### config.mk
export PLATFORM = sky130hd
export DESIGN_NAME = morse_key_encoder_flat
export DESIGN_NICKNAME = d
export VERILOG_FILES = /design/src/rtl/oled_morse_pkg.sv /design/src/rtl/morse_key_encoder_if.sv /design/src/rtl/morse_key_encoder_debounce.sv /design/src/rtl/morse_key_encoder.sv /design/src/flat_wrapper.sv
export SDC_FILE = /design/constraint.sdc
export NUM_CORES = 1
export LEC_CHECK = 0
export ABC_AREA = 0
export CORE_MARGIN = 8
export CORE_UTILIZATION = 30
export DETAILED_ROUTE_END_ITERATION = 16
export PLACE_DENSITY_LB_ADDON = 0.05
export SLEW_MARGIN = 5
export SYNTH_ARGS = -nofsm -noshare
export SYNTH_HDL_FRONTEND = slang
export SYNTH_SLANG_ARGS = --single-unit
### constraint.sdc
create_clock -name CLK -period 5.3 [get_ports CLK]
set_input_delay 1.06 -clock CLK [delete_from_list [all_inputs] [get_ports CLK]]
set_output_delay 1.06 -clock CLK [all_outputs]
set_load 0.01 [all_outputs]
### src/rtl/oled_morse_pkg.sv
// rtl/oled_morse_pkg.sv - shared Morse code-word encoding constants and FSM states
package oled_morse_pkg;

    localparam int MOSE_W = 16;

    localparam logic [1:0] DOT_PAT  = 2'b01;
    localparam logic [1:0] DASH_PAT = 2'b11;

    // Reference letters as the OLED display decoder expects them.
    localparam logic [MOSE_W-1:0] LTR_E = 16'h0001;
    localparam logic [MOSE_W-1:0] LTR_T = 16'h0003;
    localparam logic [MOSE_W-1:0] LTR_I = 16'h0005;
    localparam logic [MOSE_W-1:0] LTR_A = 16'h000B;
    localparam logic [MOSE_W-1:0] LTR_Y = 16'h035B;

    typedef enum logic [2:0] {
        ST_ARM,
        ST_IDLE,
        ST_PRESS,
        ST_GAP,
        ST_EMIT
    } morse_state_t;

    // Bits consumed by one element: leading 0 separator (except first) plus the pattern.
    function automatic logic [1:0] elem_need(input logic [4:0] len, input logic dash);
        return (len == 5'd0 ? 2'd0 : 2'd1) + (dash ? 2'd2 : 2'd1);
    endfunction

endpackage

### src/rtl/morse_key_encoder_if.sv
// rtl/morse_key_encoder_if.sv - code-word output bundle towards the OLED text path
interface morse_key_encoder_if;
    import oled_morse_pkg::*;

    logic [MOSE_W-1:0] MOSE;
    logic              MOSE_VALID;
    logic              KEY_ERR;
    logic              BUSY;

    modport master (output MOSE, output MOSE_VALID, output KEY_ERR, output BUSY);
    modport slave  (input  MOSE, input  MOSE_VALID, input  KEY_ERR, input  BUSY);

endinterface

### src/rtl/morse_key_encoder_debounce.sv
// rtl/morse_key_encoder_debounce.sv - key synchronizer and ms-tick stability debouncer
module key_debounce #(
    parameter int DEBOUNCE_MS = 20
) (
    input  logic CLK,
    input  logic RST,
    input  logic KEY,
    input  logic tick,
    output logic ks,
    output logic kd
);

    localparam int DW = $clog2(DEBOUNCE_MS + 1);

    logic          k_meta;
    logic [DW-1:0] db_cnt;

    always_ff @(posedge CLK) begin
        if (RST) begin
            k_meta <= 1'b0;
            ks     <= 1'b0;
            kd     <= 1'b0;
            db_cnt <= '0;
        end else begin
            k_meta <= KEY;
            ks     <= k_meta;
            // Any return to the accepted level restarts the stability window.
            if (ks == kd) begin
                db_cnt <= '0;
            end else if (tick) begin
                if (db_cnt == DW'(DEBOUNCE_MS - 1)) begin
                    kd     <= ks;
                    db_cnt <= '0;
                end else begin
                    db_cnt <= db_cnt + 1'b1;
                end
            end
        end
    end

endmodule

### src/rtl/morse_key_encoder.sv
// rtl/morse_key_encoder.sv - telegraph key to packed 16-bit MOSE letter code
import oled_morse_pkg::*;

module morse_key_encoder #(
    parameter int CLKS_PER_MS = 100000,
    parameter int DEBOUNCE_MS = 20,
    parameter int DASH_MS     = 300,
    parameter int GAP_MS      = 600
) (
    input  logic                CLK,
    input  logic                RST,
    input  logic                KEY,
    morse_key_encoder_if.master mose_if
);

    localparam int PW = $clog2(CLKS_PER_MS + 1);

    logic [PW-1:0]     pre_cnt;
    logic              tick;
    logic              ks, kd, kd_q;
    logic              rise, fall;
    morse_state_t      state_q, state_d;
    logic [11:0]       ms;
    logic [MOSE_W-1:0] code, mose_q;
    logic [4:0]        len;
    logic              ovf, valid_q, err_q;
    logic              is_dash, fits;
    logic [1:0]        need, pat;

    assign tick = (pre_cnt == PW'(CLKS_PER_MS - 1));

    always_ff @(posedge CLK) begin
        if (RST || tick) pre_cnt <= '0;
        else             pre_cnt <= pre_cnt + 1'b1;
    end

    key_debounce #(.DEBOUNCE_MS(DEBOUNCE_MS)) u_debounce (
        .CLK  (CLK),
        .RST  (RST),
        .KEY  (KEY),
        .tick (tick),
        .ks   (ks),
        .kd   (kd)
    );

    assign rise    = kd & ~kd_q;
    assign fall    = ~kd & kd_q;
    assign is_dash = (ms >= 12'(DASH_MS));
    assign need    = elem_need(len, is_dash);
    assign pat     = is_dash ? DASH_PAT : DOT_PAT;
    assign fits    = !ovf && (({1'b0, len} + {4'b0, need}) <= 6'd16);

    always_comb begin
        state_d = state_q;
        case (state_q)
            // Sit out one debounce window so a key held through reset is seen before arming.
            ST_ARM:   if (!kd && !ks && ms >= 12'(DEBOUNCE_MS)) state_d = ST_IDLE;
            ST_IDLE:  if (rise) state_d = ST_PRESS;
            ST_PRESS: if (fall) state_d = ST_GAP;
            ST_GAP: begin
                if (rise)                      state_d = ST_PRESS;
                else if (ms >= 12'(GAP_MS))    state_d = ST_EMIT;
            end
            ST_EMIT:  state_d = ST_IDLE;
            default:  state_d = ST_ARM;
        endcase
    end

    always_ff @(posedge CLK) begin
        if (RST) begin
            state_q <= ST_ARM;
            kd_q    <= 1'b0;
            ms      <= '0;
            code    <= '0;
            len     <= '0;
            ovf     <= 1'b0;
            mose_q  <= '0;
            valid_q <= 1'b0;
            err_q   <= 1'b0;
        end else begin
            state_q <= state_d;
            kd_q    <= kd;
            valid_q <= 1'b0;
            err_q   <= 1'b0;
            if (state_d != state_q)        ms <= '0;
            else if (tick && ms != 12'hFFF) ms <= ms + 1'b1;
            case (state_q)
                ST_ARM, ST_IDLE: begin
                    code <= '0;
                    len  <= '0;
                    ovf  <= 1'b0;
                end
                ST_PRESS: begin
                    if (fall) begin
                        if (fits) begin
                            code <= (code << need) | MOSE_W'(pat);
                            len  <= len + {3'b0, need};
                        end else begin
                            ovf  <= 1'b1;
                        end
                    end
                end
                ST_EMIT: begin
                    valid_q <= 1'b1;
                    err_q   <= ovf;
                    mose_q  <= ovf ? '0 : code;
                end
                default: ;
            endcase
        end
    end

    assign mose_if.MOSE       = mose_q;
    assign mose_if.MOSE_VALID = valid_q;
    assign mose_if.KEY_ERR    = err_q;
    assign mose_if.BUSY       = (state_q == ST_PRESS) || (state_q == ST_GAP) || (state_q == ST_EMIT);

endmodule

### src/flat_wrapper.sv
// flat-port wrapper written by rule: the top's interface ports become plain ports
module morse_key_encoder_flat 
#(
    parameter int CLKS_PER_MS = 100000,
    parameter int DEBOUNCE_MS = 20,
    parameter int DASH_MS     = 300,
    parameter int GAP_MS      = 600
)
  (CLK, RST, KEY, mose_if_MOSE, mose_if_MOSE_VALID, mose_if_KEY_ERR, mose_if_BUSY);
  morse_key_encoder_if mose_if_i ();
  input  logic CLK;
  input  logic RST;
  input  logic KEY;
  output wire logic [$bits(mose_if_i.MOSE)-1:0] mose_if_MOSE;
  output wire logic [$bits(mose_if_i.MOSE_VALID)-1:0] mose_if_MOSE_VALID;
  output wire logic [$bits(mose_if_i.KEY_ERR)-1:0] mose_if_KEY_ERR;
  output wire logic [$bits(mose_if_i.BUSY)-1:0] mose_if_BUSY;
  assign mose_if_MOSE = mose_if_i.MOSE;
  assign mose_if_MOSE_VALID = mose_if_i.MOSE_VALID;
  assign mose_if_KEY_ERR = mose_if_i.KEY_ERR;
  assign mose_if_BUSY = mose_if_i.BUSY;
  morse_key_encoder #(.CLKS_PER_MS(CLKS_PER_MS), .DEBOUNCE_MS(DEBOUNCE_MS), .DASH_MS(DASH_MS), .GAP_MS(GAP_MS)) u_core (.CLK(CLK), .RST(RST), .KEY(KEY), .mose_if(mose_if_i));
endmodule
# --- After elaboration in Yosys (flattened, before gate mapping) ---
# Cells that the tools add are included.
totals:
  in_bits: 3
  ff_bits: 81
  out_inout_bits: 19
  elab_cells: 85
classes:
  add_sub_neg: 6
  shift: 1
  eq_ne: 12
  bitwise: 7
  magnitude_cmp: 4
  reduce_logical: 20
  mux: 21
op_table:
  columns: ["operator", "count"]
  rows:
  - ["two-way mux 16 bit", 3]
  - ["case mux 16 bit (2 select lines)", 1]
  - ["adder 17 x 1 -> 17 bit (second input constant)", 1]
  - ["equality test 17 bit (second input constant)", 1]
  - ["OR 16 x 2 -> 16 bit", 1]
  - ["<< shifter 16 x 2 -> 16 bit", 1]
  - ["two-way mux 3 bit", 5]
  - ["two-way mux 5 bit", 3]
  - ["case mux 3 bit (5 select lines)", 1]
  - ["adder 12 x 1 -> 12 bit (second input constant)", 1]
  - [">= comparator 12 x 10 -> 1 bit (second input constant)", 1]
  - [">= comparator 12 x 5 -> 1 bit (second input constant)", 1]
  - [">= comparator 12 x 9 -> 1 bit (second input constant)", 1]
  - ["inequality test 12 bit (second input constant)", 1]
  - ["case mux 5 bit (2 select lines)", 1]
  - ["AND reduction 3 bit", 3]
  - ["OR reduction 2 bit", 4]
  - ["adder 5 x 2 -> 6 bit", 1]
  - ["equality test 3 x 2 -> 1 bit (second input constant)", 2]
  - ["<= comparator 6 x 5 -> 1 bit (second input constant)", 1]
  - ["adder 5 x 1 -> 5 bit (second input constant)", 1]
  - ["adder 5 x 2 -> 5 bit", 1]
  - ["equality test 5 bit (second input constant)", 1]
  - ["zero test 5 bit", 1]
  - ["17 further kinds", 33]

# --- Longest topological paths before layout ---
logic_depth:
  ltp_word: 9
  mapped_depth: 16
  mapped_depth_nobuf: 12

# --- Modules after synthesis ---
# A second synthesis with hierarchy kept.
hier_totals:
  cells_unflattened: 415
  hier_area_um2: 3737.3
by_module_without_submodules:
  columns: ["mod", "instances", "seq_area_each_um2", "cells_each", "area_each_um2"]
  rows:
  - ["morse_key_encoder", 1, 1461.4, 380, 3384.5]
  - ["key_debounce", 1, 160.2, 35, 352.8]

# --- Least setup slack after synthesis ---
# Ideal clock, no wire load.
synth_path:
  path_kind: "register -> register"
  startpoint: "reg u_core.ms[3]"
  endpoint: "reg u_core.len[1]"
  n_path_buf: 4
  required_time_ns: 5.183
  setup_time_ns: 0.117
  path_slack_ns: 1.410
  arrival_time_ns: 3.773
  path_stages_with_launch: 17
  synth_period_minus_slack_ns: 3.890
  path_cell_list: "dfxtp_1 -> buf_2 -> a21o_1 -> a211o_1 -> a21boi_0 -> ha_1 -> buf_2 -> buf_1 -> inv_1 -> ha_1 -> fa_1 -> xor2_1 -> a2111oi_4 -> a22o_4 -> a31oi_4 -> buf_6 -> a22o_1"
synth_between:
  elab_chain_cells: 8
  elab_cells_between_ends: 12
  cone_classes: "3 x add/sub; 2 x order compare; 1 x eq/ne; 4 x mux; 2 x reduce/logical"
synth_lines:
  columns: ["element", "line", "rtl"]
  rows:
  - ["start: declaration", "morse_key_encoder.sv:23", "logic [11:0] ms;"]
  - ["start signal: assignment", "morse_key_encoder.sv:86", "else if (tick && ms != 12'hFFF) ms <= ms + 1'b1;"]
  - [">= comparator 12 x 9 -> 1 bit (*)", "morse_key_encoder.sv:48", "assign is_dash = (ms >= 12'(DASH_MS));"]
  - ["two-way mux 2 bit (*)", "oled_morse_pkg.sv:26", "return (len == 5'd0 ? 2'd0 : 2'd1) + (dash ? 2'd2 : 2'd1);"]
  - ["adder 2 bit (*)", "oled_morse_pkg.sv:26", null]
  - ["adder 5 x 2 -> 6 bit", "morse_key_encoder.sv:51", "assign fits = !ovf && (({1'b0, len} + {4'b0, need}) <= 6'd16);"]
  - ["<= comparator 6 x 5 -> 1 bit", "morse_key_encoder.sv:51", null]
  - ["logical AND 1 bit", "morse_key_encoder.sv:51", null]
  - ["inequality test 2 x 1 -> 1 bit (no line)", null, null]
  - ["AND reduction 3 bit (no line)", null, null]
  - ["end signal: assignment", "morse_key_encoder.sv:97", "len <= len + {3'b0, need};"]
  - ["end: declaration", "morse_key_encoder.sv:25", "logic [4:0] len;"]
# Every way passes the cells marked *; elsewhere a longest branch is shown, timed or not. The select of a mux whose other input is x is not followed.
# A chain may end at the register's enable or synchronous reset.

# --- Worst setup path in the final report ---
layout_path:
  startpoint: "reg u_core.ms[3]"
  endpoint: "reg u_core.len[4]"
# The elaborated chain is that of the path after synthesis.

==> impl_metrics.env <==
export IMPL_syn_to_final_growth_pct=14.9
export IMPL_pwr_share_comb_pct=1.4
export IMPL_post_cts_buffers=0
export IMPL_cts_root_buf="clkbuf_16"
export IMPL_wl_per_cell_um=13.5
export IMPL_synth_common_cells="dfxtp_1 (81), nor2_1 (46), nand2_1 (37)"
export IMPL_cts_buffer_depth=2
export IMPL_rsz0062_at_grt="no"
export IMPL_arrival_ps=4490
export IMPL_synthArstFlopShare_pct=0
export IMPL_port_buffers=21
export IMPL_clkLatencyLatePin_ps=340
export IMPL_cts_resized_gates=0
export IMPL_worstSetupEndpointType="register"
export IMPL_syn_inst=422
export IMPL_antenna_found_initial=0
export IMPL_overflow=0
export IMPL_yosysTopAreaCell="dfxtp_1"
export IMPL_start_util_pct=30.7
export IMPL_slew_headroom_pct=29.6
export IMPL_synth_area_top_cells="dfxtp_1 (42%), a22o_1 (6.3%), nor2_1 (4.5%)"
export IMPL_syn_area_per_cell_um2=9.19
export IMPL_period_needed_ps=4260
export IMPL_critical_path_class="reg -> reg"
export IMPL_pin_count=22
export IMPL_drc_errors=0
export IMPL_cts_tree="yes"
export IMPL_place_congestion=0.750
export IMPL_worst_setup_path_start_kind="register"
export IMPL_total_power_uw=1190
export IMPL_grt_use_total_pct=10.6
export IMPL_ys_warn_count=0
export IMPL_p_clk_share_pct=47.1
export IMPL_grt_pass1_wl_um=13900
export IMPL_dp_hpwl_um=5830
export IMPL_peakVddDrop_mv=0.150
export IMPL_htreeDepth=3
export IMPL_synth_ff_type="dfxtp_1"
export IMPL_diodes=0
export IMPL_dr_pass1_iters=4
export IMPL_synth_area_mm2=0.00388
export IMPL_drive_gt1_share_pct=7.08
export IMPL_drt_initial_drc_count=178
export IMPL_finalMaxSlewViolations=0
export IMPL_ys_seq_area_share_pct=41.8
export IMPL_syn_nets=434
export IMPL_drtAntennaViolNets=0
export IMPL_grt_pass1_vias=2769
export IMPL_hp_class="reg -> reg"
export IMPL_switchingPower_uw=247
export IMPL_die_w_um=130
export IMPL_yosysMostFrequentCell="dfxtp_1"
export IMPL_ys_seq_elements=81
export IMPL_fin_skew_ps=6.36
export IMPL_core_mm2=0.0126
export IMPL_fin_setup_tns_ps=0
export IMPL_p_leak_uw=0.00155
export IMPL_power_frac_seq_pct=51.4
export IMPL_switching_share_pct=20.7
export IMPL_viasPerCell=4.82
export IMPL_num_rows=41
export IMPL_ctsHoldBuffers=0
export IMPL_num_vias=2940
export IMPL_nets=446
export IMPL_final_setup_viol_count=0
export IMPL_worst_pin_slew_ps=1050
export IMPL_clkTransAtPathRegs_ps=60
export IMPL_fmax_mhz=234
export IMPL_fill_cells=1346
export IMPL_drv_cap=0
export IMPL_clkSinkCount=81
export IMPL_synthDistinctLibCells=64
export IMPL_die_y_um=130
export IMPL_status="completed"
export IMPL_synth_top_cell_area_share_pct=41.8
export IMPL_grt_max_degree=21
export IMPL_synth_edf_count=0
export IMPL_powerDensity_mw_per_mm2=268
export IMPL_post_route_period_util_pct=80.5
export IMPL_internal_power_uw=946
export IMPL_hold_violations=0
export IMPL_die_area_mm2=0.0168
export IMPL_wirelength_um=8260
export IMPL_worstPathMaxFanout=18
export IMPL_cp_required_ps=5530
export IMPL_cts_buffers=9
## per-stage QoR
step | hold WS, ps | util, % | area, um2 | instances | setup slack [ps]
6_report | 434 | 35.3 | 4460 | 610 | 1040
5_1_grt | 474 | 35.3 | 4460 | 610 | 734
4_1_cts | 436 | 35.3 | 4460 | 610 | 1030
3_5_place_dp | 435 | 33.3 | 4200 | 595 | 1040
3_3_place_gp | 425 | 33.3 | 4200 | 595 | 1130
2_1_floorplan | 414 | - | 3880 | 422 | 1410
## worst paths after layout
check	end	start	slack, ps	cells past startpoint
setup reg to reg	u_core.len[4]	u_core.ms[3]	1040	12
hold / removal	u_core.u_debounce.ks	u_core.u_debounce.k_meta	430	1
hold reg to reg	u_core.u_debounce.ks	u_core.u_debounce.k_meta	430	1
setup / recovery	u_core.len[4]	u_core.ms[3]	1040	12
## worst max-delay path, cell delays in order, from the launching register on
cell and delay [ps]:
dfxtp_1 370, a21o_1 200, a211o_1 290, a21boi_0 340
ha_1 690, inv_1 110, ha_1 270, fa_1 470
xor2_1 190, a2111oi_4 400, a22o_4 180, a31oi_4 230
a221o_1 420
## cell type report
cell class	count	area (um2)	share of cell area (%)
multi-input combinational	304	2080	46.6
timing repair buffer	23	225	5.05
clock buffer	15	258	5.78
inverter	15	57.6	1.29
sequential	81	1620	36.4
tap	172	215	4.83
## flip-flops by register name (all words and copies together), names as in the netlist
signal,cells
u_core.u_debounce.db_cnt,5
u_core.ovf,1
u_core.code,16
u_core.ms,12
u_core.len,5
u_core.pre_cnt,17
u_core.u_debounce.k_meta,1
u_core.u_debounce.kd,1
u_core.u_debounce.ks,1
u_core.mose_if.MOSE_VALID,1
u_core.mose_if.MOSE,16
u_core.mose_if.KEY_ERR,1
u_core.kd_q,1
u_core.state_q,3
## placed cells by master (no fill, tap or decap), types with 2 or more instances in the layout
cell,netlist,layout
nand4_1,8,8
mux2_2,5,5
a21o_1,3,3
o21ai_0,16,16
nor4_1,3,3
o32a_1,2,2
ha_1,8,8
and3_1,3,3
a221o_1,2,2
xnor2_1,11,11
nand2b_1,5,5
a32o_1,3,3
dfxtp_1,81,81
a21oi_1,14,14
and2_1,2,2
clkbuf_1,7,5
nor2b_1,5,5
inv_1,13,13
clkbuf_16,0,9
a22o_1,28,28
mux2i_1,10,10
xor2_1,14,14
buf_4,1,2
or3_1,5,5
clkdlybuf4s50_1,0,21
and4bb_1,2,2
nor4b_1,3,3
nor2_1,46,46
a211oi_1,4,4
nand3_1,19,19
nor3_1,9,9
a31oi_1,4,4
nand3b_1,2,2
a21boi_0,2,2
nand2_1,37,37
and4_1,3,3
o31ai_1,2,2
## routing by layer
metal | track usage [%] | wire (um)
met1 | 12.7 | 3940
met2 | 17.0 | 3810
met3 | 3.20 | 345
met4 | 5.12 | 160
met5 | 0 | 0
## cells by family after synthesis
kind of cell | count (synthesis) | synth area share [%]
AND/OR/NAND/NOR | 164 | 22.0
AO/OA/AOI/OAI | 91 | 18.8
flip-flops | 81 | 41.8
buffers and inverters | 37 | 4.58
XOR/XNOR | 25 | 5.65
multiplexers | 15 | 4.03
adder cells (fa/ha/maj) | 9 | 3.10
## power groups by stage
stage / logic, uW / registers [uW] / clock network [uW]
5_1_grt: 20.2 / 613 / 612
3_5_place_dp: 17.9 / 627 / 0
4_1_cts: 17.9 / 613 / 593
6_report: 17.2 / 614 / 562
3_3_place_gp: 17.9 / 627 / 0
2_1_floorplan: 12.2 / 627 / 0
Note: power is estimated with default switching activity, not from simulation.
